`src/rtl/cnt_int_ctrl_if.sv`:
```
// cnt_int_ctrl_if: interrupt controller bus between CPU/counter side and the controller
interface cnt_int_ctrl_if #(
  parameter int NCH = 4,
  parameter int IDW = 2
);
  logic [NCH-1:0] int_in;
  logic           mask_wr;
  logic [NCH-1:0] mask_wdata;
  logic [NCH-1:0] ovf_clr;
  logic           irq_ack;
  logic [NCH-1:0] mask;
  logic [NCH-1:0] pend;
  logic [NCH-1:0] ovf;
  logic           irq;
  logic [IDW-1:0] irq_id;
  modport master (
    output int_in, mask_wr, mask_wdata, ovf_clr, irq_ack,
    input  mask, pend, ovf, irq, irq_id
  );
  modport slave (
    input  int_in, mask_wr, mask_wdata, ovf_clr, irq_ack,
    output mask, pend, ovf, irq, irq_id
  );
endinterface

```
`src/rtl/cnt_int_ctrl.sv`:
```
// cnt_int_ctrl: aggregates counter-channel int levels into a round-robin served CPU interrupt
module cnt_int_ctrl #(
  parameter int NCH = 4,
  parameter int IDW = 2
) (
  input  logic          clk,
  input  logic          xrst,
  cnt_int_ctrl_if.slave b
);
  typedef enum logic [1:0] {IDLE, ASSERT, GAP} state_t;
  state_t         state, state_nx;
  logic [NCH-1:0] int_d, pend, ovf, mask, edg, elig, clr;
  logic [IDW-1:0] last, irq_id, sel, idx;
  logic           found, ack;
  assign edg  = b.int_in & ~int_d & ~mask;
  assign elig = pend & ~mask;
  assign ack  = state == ASSERT && b.irq_ack;
  assign clr  = ack ? NCH'(1) << irq_id : '0;
  assign b.mask   = mask;
  assign b.pend   = pend;
  assign b.ovf    = ovf;
  assign b.irq    = state == ASSERT;
  assign b.irq_id = irq_id;
  // round-robin pick: first eligible channel at or after last+1, wrapping
  always_comb begin
    sel   = '0;
    found = 1'b0;
    idx   = '0;
    for (int k = 0; k < NCH; k++) begin
      idx = IDW'((int'(last) + 1 + k) % NCH);
      if (!found && elig[idx]) begin
        sel   = idx;
        found = 1'b1;
      end
    end
  end
  // next state: serve when something is eligible, hold until ack, one idle gap cycle
  always_comb begin
    state_nx = state;
    case (state)
      IDLE:    if (found) state_nx = ASSERT;
      ASSERT:  if (b.irq_ack) state_nx = GAP;
      default: state_nx = IDLE;
    endcase
  end
  // state register
  always_ff @(posedge clk or negedge xrst)
    if (!xrst) state <= IDLE;
    else       state <= state_nx;
  // edge history, pending/overrun flags, mask, served-channel bookkeeping
  always_ff @(posedge clk or negedge xrst)
    if (!xrst) begin
      int_d  <= '0;
      pend   <= '0;
      ovf    <= '0;
      mask   <= '1;
      last   <= IDW'(NCH - 1);
      irq_id <= '0;
    end else begin
      int_d <= b.int_in;
      pend  <= (pend & ~clr) | edg;
      ovf   <= (ovf & ~b.ovf_clr) | (edg & pend & ~clr);
      if (b.mask_wr) mask <= b.mask_wdata;
      if (state == IDLE && found) irq_id <= sel;
      if (ack) last <= irq_id;
    end
endmodule

```
`src/flat_wrapper.sv`:
```
// flat-port wrapper written by rule: the top's interface ports become plain ports
module cnt_int_ctrl_flat 
#(
  parameter int NCH = 4,
  parameter int IDW = 2
)
  (clk, xrst, b_int_in, b_mask_wr, b_mask_wdata, b_ovf_clr, b_irq_ack, b_mask, b_pend, b_ovf, b_irq, b_irq_id);
  cnt_int_ctrl_if #(.NCH(NCH), .IDW(IDW)) b_i ();
  input  logic clk;
  input  logic xrst;
  input wire logic [$bits(b_i.int_in)-1:0] b_int_in;
  input wire logic [$bits(b_i.mask_wr)-1:0] b_mask_wr;
  input wire logic [$bits(b_i.mask_wdata)-1:0] b_mask_wdata;
  input wire logic [$bits(b_i.ovf_clr)-1:0] b_ovf_clr;
  input wire logic [$bits(b_i.irq_ack)-1:0] b_irq_ack;
  output wire logic [$bits(b_i.mask)-1:0] b_mask;
  output wire logic [$bits(b_i.pend)-1:0] b_pend;
  output wire logic [$bits(b_i.ovf)-1:0] b_ovf;
  output wire logic [$bits(b_i.irq)-1:0] b_irq;
  output wire logic [$bits(b_i.irq_id)-1:0] b_irq_id;
  assign b_i.int_in = b_int_in;
  assign b_i.mask_wr = b_mask_wr;
  assign b_i.mask_wdata = b_mask_wdata;
  assign b_i.ovf_clr = b_ovf_clr;
  assign b_i.irq_ack = b_irq_ack;
  assign b_mask = b_i.mask;
  assign b_pend = b_i.pend;
  assign b_ovf = b_i.ovf;
  assign b_irq = b_i.irq;
  assign b_irq_id = b_i.irq_id;
  cnt_int_ctrl #(.NCH(NCH), .IDW(IDW)) u_core (.clk(clk), .xrst(xrst), .b(b_i));
endmodule
```
`config.mk`:
```
export PLATFORM = sky130hd
export DESIGN_NAME = cnt_int_ctrl_flat
export DESIGN_NICKNAME = d
export VERILOG_FILES = /design/src/rtl/cnt_int_ctrl_if.sv /design/src/rtl/cnt_int_ctrl.sv /design/src/flat_wrapper.sv
export SDC_FILE = /design/constraint.sdc
export NUM_CORES = 1
export LEC_CHECK = 0
export ABC_CLOCK_PERIOD_IN_PS = 3800
export CAP_MARGIN = 0
export CORE_MARGIN = 5
export CORE_UTILIZATION = 40
export DETAILED_ROUTE_END_ITERATION = 10
export PLACE_DENSITY = 0.71
export SLEW_MARGIN = 5
export SYNTH_ARGS = -nofsm -noshare
export SYNTH_HDL_FRONTEND = slang
export SYNTH_SLANG_ARGS = --single-unit
```
`constraint.sdc`:
```
create_clock -name clk -period 3.8 [get_ports clk]
set_input_delay 0.76 -clock clk [delete_from_list [all_inputs] [get_ports clk]]
set_output_delay 0.76 -clock clk [all_outputs]
set_load 0.01 [all_outputs]
```
Word level (Yosys, flattened, before mapping)
Cells that the tools add are included.
{"block": "totals", "word_cells": 62, "regBits": 22, "in_bits": 16}
{"block": "classes", "bitwise_logic": 13, "addsub": 4, "eq_ne": 3, "n_shift": 1, "magnitude_cmp": 4, "mux": 20, "reduce_logical": 10}
{"operator": "$and A4 B4 Y4", "count": 7}
{"operator": "$not A4 Y4", "count": 4}
{"operator": "$lt A2 B3 Y1 const B", "count": 4}
{"operator": "$mux W2", "count": 6}
{"operator": "$bmux W1 S2", "count": 4}
{"operator": "$mux W1", "count": 8}
{"operator": "$or A4 B4 Y4", "count": 2}
{"operator": "$logic_and A1 B1 Y1", "count": 5}
{"operator": "$add A2 B1 Y2 const B", "count": 2}
{"operator": "$add A2 B2 Y2 const B", "count": 2}
{"operator": "$mux W4", "count": 1}
{"operator": "$pmux W2 S2", "count": 1}
{"operator": "$shl A1 B2 Y4 const A", "count": 1}
{"operator": "$logic_not A1 Y1", "count": 3}
{"operator": "$eq A2 B1 Y1 const B", "count": 1}
{"operator": "$logic_not A2 Y1", "count": 1}
{"operator": "$ne A2 B1 Y1 const B", "count": 1}
{"operator": "$ne A2 B2 Y1 const B", "count": 1}
{"operator": "$reduce_and A2 Y1", "count": 1}

Longest topological paths before layout
{"block": "logic_depth", "ltp_word": 16, "ltp_mapped": 7}

Worst setup path before layout
No wires, ideal clock.
{"block": "synth_path", "path_type": "input -> register", "start": "in b_irq_ack", "end": "reg u_core.ovf[3] (netlist: u_core.b.ovf[3])", "t_arrival_ns": 1.276, "slack_ns": 2.391, "stages": 5, "path_cell_list": "nand2_1 inv_2 nand2_1 o21ai_0 o22ai_1"}
{"block": "synth_via", "elab_chain_cells": 5}
{"element": "start, declared", "line_no": "flat_wrapper.sv:15", "source": "input wire logic [$bits(b_i.irq_ack)-1:0] b_irq_ack;"}
{"element": "$logic_and A1 B1 Y1", "line_no": "cnt_int_ctrl.sv:17", "source": "assign ack = state == ASSERT && b.irq_ack;"}
{"element": "$mux W4", "line_no": "cnt_int_ctrl.sv:18", "source": "assign clr = ack ? NCH'(1) << irq_id : '0;"}
{"element": "$not A4 Y4", "line_no": "cnt_int_ctrl.sv:62", "source": "ovf <= (ovf & ~b.ovf_clr) | (edg & pend & ~clr);"}
{"element": "$and A4 B4 Y4", "line_no": "cnt_int_ctrl.sv:62"}
{"element": "$or A4 B4 Y4", "line_no": "cnt_int_ctrl.sv:62"}
{"element": "end signal, assigned", "line_no": "cnt_int_ctrl.sv:62"}
{"element": "end, declared", "line_no": "cnt_int_ctrl.sv:12", "source": "logic [NCH-1:0] int_d, pend, ovf, mask, edg, elig, clr;"}
No other way between the ends.
A chain may end at the register's enable or synchronous reset.

Worst setup path after layout
{"block": "layout_path", "start": "reg u_core.state[1]", "end": "out b_irq"}
{"block": "layout_via", "elab_chain_cells": 1}
{"element": "start, declared", "line_no": "cnt_int_ctrl.sv:11", "source": "state_t state, state_nx;"}
{"element": "start signal, assigned", "line_no": "cnt_int_ctrl.sv:49", "source": "else state <= state_nx;"}
{"element": "$eq A2 B1 Y1", "line_no": "cnt_int_ctrl.sv:22", "source": "assign b.irq = state == ASSERT;"}
{"element": "end, declared", "line_no": "flat_wrapper.sv:19", "source": "output wire logic [$bits(b_i.irq)-1:0] b_irq;"}
No other way between the ends.

==> run summary <==
* **gp weighted congestion** 0.8266
* **delay contributed by the slowest stage of the critical path** 0.53 ns
* **initial antenna violation count** 0
* **Worst Hold Endpoint** u_core.b.pend[0]
* **Post-Synthesis Mean Instance Area** 11.77 µm²
* **post-route DRC violation count** 0
* **topmost layer with routed signal wires** met4
* **fraction of layout instances using a drive strength above 1** 0.2035
* **sum of negative setup slack** 0 ns
* **clock skew** 0.004160 ns
* **setup repair after global routing missed its margin** false
* **clock root buffer master** sky130_fd_sc_hd__clkbuf_4
* **wire length on met1** 828 µm
* **reg-to-reg critical path startpoint** u_core.b.mask[0]
* **list of cells traversed by the critical path** nand2b_1 -> inv_1 -> clkdlybuf4s50_1
* **Yosys top cell area share** 0.4307
* **routed length on met3** 177 µm
* **number of levels in the clock H-tree** 1
* **Slew headroom** 0.3485
* **crit-path max FO** 2
* **CTS Hold Buffers Added** 0
* **Num CTS Buffers** 3
* **Initial DRT Pass Iterations** 4
* **count of boundary I/O pins** 31
* **setup fix buffers added after clock tree synthesis** 0
* **classification of the worst setup path** reg -> out
* **Hold Path Depth** 2
* **core area** 0.002212 mm²
* **row count** 17
* **sequential cell area fraction in the yosys report** 0.6003
* **net count reported at finish** 130
* **Setup Viol. Count Final** 0
* **launching element type of the critical path** flop
* **aggregate global-route resource usage** 0.1369
* **height of the die** 58.21 µm
* **data required time of the critical path** 3.04 ns
* **DRT iter0 DRCs** 14
* **leading cell types by total area after synthesis** sky130_fd_sc_hd__dfrtp_1 (43%), sky130_fd_sc_hd__dfstp_2 (17%), sky130_fd_sc_hd__mux2_2 (4.8%)
* **HPWL reported at the end of detailed placement** 1.569 mm
* **critical path data arrival time** 1.46 ns
* **synthesized flop and latch total** 22
* **top cell type by total area after synthesis** sky130_fd_sc_hd__dfrtp_1
* **clock sink total** 22
* **count of inserted antenna diode cells** 0
* **Slew Limit Fails** 0
* **vias in the first global route** 791
* **leftover overflow at the end of global routing** 0
* **met2 wire length** 968 µm
* **R2R Setup Slk** 2.27 ns
* **maximum number of pins on one net before global-route repair** 23
* **fill cell instance count of the final layout** 206
* **syn_nets** 95
* **via-per-instance ratio** 5.184
* **Clock transition at path regs** 0.11 ns
* **number of gates given a new drive strength after cts** 0
* **Final Routed Wirelength** 1.987 mm
* **cell count after synthesis** 79
* **deepest clock path buffer count** 2
* **Post-DRT Antenna Nets** 0
* **Syn. warnings** 0
* **wire length of the first global-routing pass** 3.532 mm
* **worst min path class** reg -> reg
* **result of the run** finished, final reports clean
* **Static Leak** 0.5506 nW
* **cell with the biggest individual delay on the critical path** sky130_fd_sc_hd__clkdlybuf4s50_1
* **crit path time final** 2.217 ns
* **FF-to-FF End** u_core.b.irq_id[0]
* **Achievable Freq** 451.1 MHz
* **number of different library cells in the post-synthesis netlist** 24
* **maximum VDD drop** 0.3507 mV
* **clock latency reported for the late side of the worst-skew pair** 0.30 ns
* **CP endpoint kind** output port
* **Buffers on Ports** 30
* **Cell Pwr Density** 641.7 mW/mm²
* **final hold violation count** 0
* **post-synthesis cell area** 929.6 µm²
* **detailed-route via count** 731
* **# placed instances** 137
* **Period Utilization, post-route** 0.5834
* **clock tree from TritonCTS** done
* **reg2reg path depth** 4
* **Chip Width** 58.21 µm
* **routed wire length per instance** 14.09 µm
* **slew at the pin closest to its max-slew limit** 0.9741 ns
* **Area Growth Syn to Fin** 39.97%
* **count of maximum capacitance violations** 0
* **initial standard-cell utilization of the core** 0.4202
* **Hold Startpoint** u_core.int_d[0]
* **Finished Layout Cells** 141
* **total die area** 0.003388 mm²
## layer usage
layer | global-route usage | vias to the layer above
li1 | - | 343
met1 | 0.1599 | 359
met2 | 0.2242 | 27
met3 | 0.05122 | 2
met4 | 0.05960 | 0
met5 | 0 | -
## synthesized netlist by cell type
cell type                   instances
sky130_fd_sc_hd__and3_1             1
sky130_fd_sc_hd__o41ai_1            1
sky130_fd_sc_hd__inv_1              7
sky130_fd_sc_hd__mux2i_1            1
sky130_fd_sc_hd__inv_2              1
sky130_fd_sc_hd__nor2b_2            2
sky130_fd_sc_hd__o21bai_1           1
sky130_fd_sc_hd__o21ai_0            4
sky130_fd_sc_hd__a21oi_1            1
sky130_fd_sc_hd__or3b_2             3
sky130_fd_sc_hd__dfrtp_1           16
sky130_fd_sc_hd__nor2b_4            1
sky130_fd_sc_hd__a2bb2oi_1          2
sky130_fd_sc_hd__nand2b_1           2
sky130_fd_sc_hd__o21ai_1            1
sky130_fd_sc_hd__o22ai_1            4
sky130_fd_sc_hd__dfstp_2            6
sky130_fd_sc_hd__mux2_2             4
sky130_fd_sc_hd__nor2_1             4
sky130_fd_sc_hd__o31ai_1            2
sky130_fd_sc_hd__o41ai_4            1
sky130_fd_sc_hd__and2b_4            1
sky130_fd_sc_hd__nand2_1           12
sky130_fd_sc_hd__o32ai_1            1
## layout make-up
cell class	instances	area, µm²	share of cell area
Sequential cell	22	558.0	0.4288
Clock buffer	4	36.28	0.02788
Timing Repair Buffer	30	300.3	0.2308
Tap cell	28	35.03	0.02692
Inverter	8	30.03	0.02308
Multi-Input combinational cell	49	341.6	0.2625
## layout by cell type, fill, tap and decap left out
master / instances
sky130_fd_sc_hd__a21oi_1: 1
sky130_fd_sc_hd__a2bb2oi_1: 2
sky130_fd_sc_hd__and2b_4: 1
sky130_fd_sc_hd__and3_1: 1
sky130_fd_sc_hd__clkbuf_4: 3
sky130_fd_sc_hd__clkbuf_8: 1
sky130_fd_sc_hd__clkdlybuf4s50_1: 30
sky130_fd_sc_hd__dfrtp_1: 16
sky130_fd_sc_hd__dfstp_2: 6
sky130_fd_sc_hd__inv_1: 7
sky130_fd_sc_hd__inv_2: 1
sky130_fd_sc_hd__mux2_2: 4
sky130_fd_sc_hd__mux2i_1: 1
sky130_fd_sc_hd__nand2_1: 12
sky130_fd_sc_hd__nand2b_1: 2
sky130_fd_sc_hd__nor2_1: 4
sky130_fd_sc_hd__nor2b_2: 2
sky130_fd_sc_hd__nor2b_4: 1
sky130_fd_sc_hd__o21ai_0: 4
sky130_fd_sc_hd__o21ai_1: 1
sky130_fd_sc_hd__o21bai_1: 1
sky130_fd_sc_hd__o22ai_1: 4
sky130_fd_sc_hd__o31ai_1: 2
sky130_fd_sc_hd__o32ai_1: 1
sky130_fd_sc_hd__o41ai_1: 1
sky130_fd_sc_hd__o41ai_4: 1
sky130_fd_sc_hd__or3b_2: 3
## state kept, by name, summed over array words and instances, names as in the netlist
register	count
u_core.b.mask	4
u_core.b.ovf	4
u_core.b.pend	4
u_core.int_d	4
u_core.b.irq_id	2
u_core.last	2
u_core.state	2
## per-stage QoR
| stage | hold WS [ns] | setup WS (ns) | power, mW | utilization | cell area [µm²] |
|---|---|---|---|---|---|
| detailed placement | 0.5003 | 1.777 | 0.7151 | 0.5718 | 1265 |
| floorplan | 0.4644 | 2.391 | 0.5515 | - | 929.6 |
| global route | 0.5506 | 1.503 | 0.8958 | 0.5882 | 1301 |
| CTS | 0.5201 | 1.562 | 0.8428 | 0.5882 | 1301 |
| global placement | 0.4969 | 1.813 | 0.7060 | 0.5718 | 1265 |
| finish | 0.5130 | 1.583 | 0.8350 | 0.5882 | 1301 |
## kinds of logic after synthesis
logic type	synth area share
buffers and inverters	0.03230
DFF	0.6003
and+or+nand+nor	0.1575
AOI/OAI and AO/OA	0.1507
muxes	0.05922
## worst max path at each step
stage / from / to / slack (ns) / cells past startpoint
after global placement: b_irq_ack / u_core.b.ovf[3] / 1.81 / 6
after CTS: u_core.b.mask[0] / b_mask[0] / 1.56 / 1
after global routing: u_core.state[1] / b_irq / 1.50 / 3
final: u_core.state[1] / b_irq / 1.58 / 3
after floorplan: b_irq_ack / u_core.b.ovf[3] / 2.39 / 5
after detailed placement: b_irq_ack / u_core.b.ovf[2] / 1.78 / 6
## power breakdown
part	internal [mW]	total, mW	switching, mW	leakage, nW
Clock	0.0584	0.126	0.0674	0.0210
Combinational	0.187	0.343	0.156	0.279
Sequential	0.307	0.366	0.0590	0.251
Total	0.553	0.835	0.282	0.551
## critical path, delay by kind of cell (launching register included)
family | cells | cell delay (ns)
AND/OR/NAND/NOR | 1 | 0.16
flip-flops | 1 | 0.40
buffers and inverters | 2 | 0.60
Note: power is estimated with default switching activity, not from simulation.
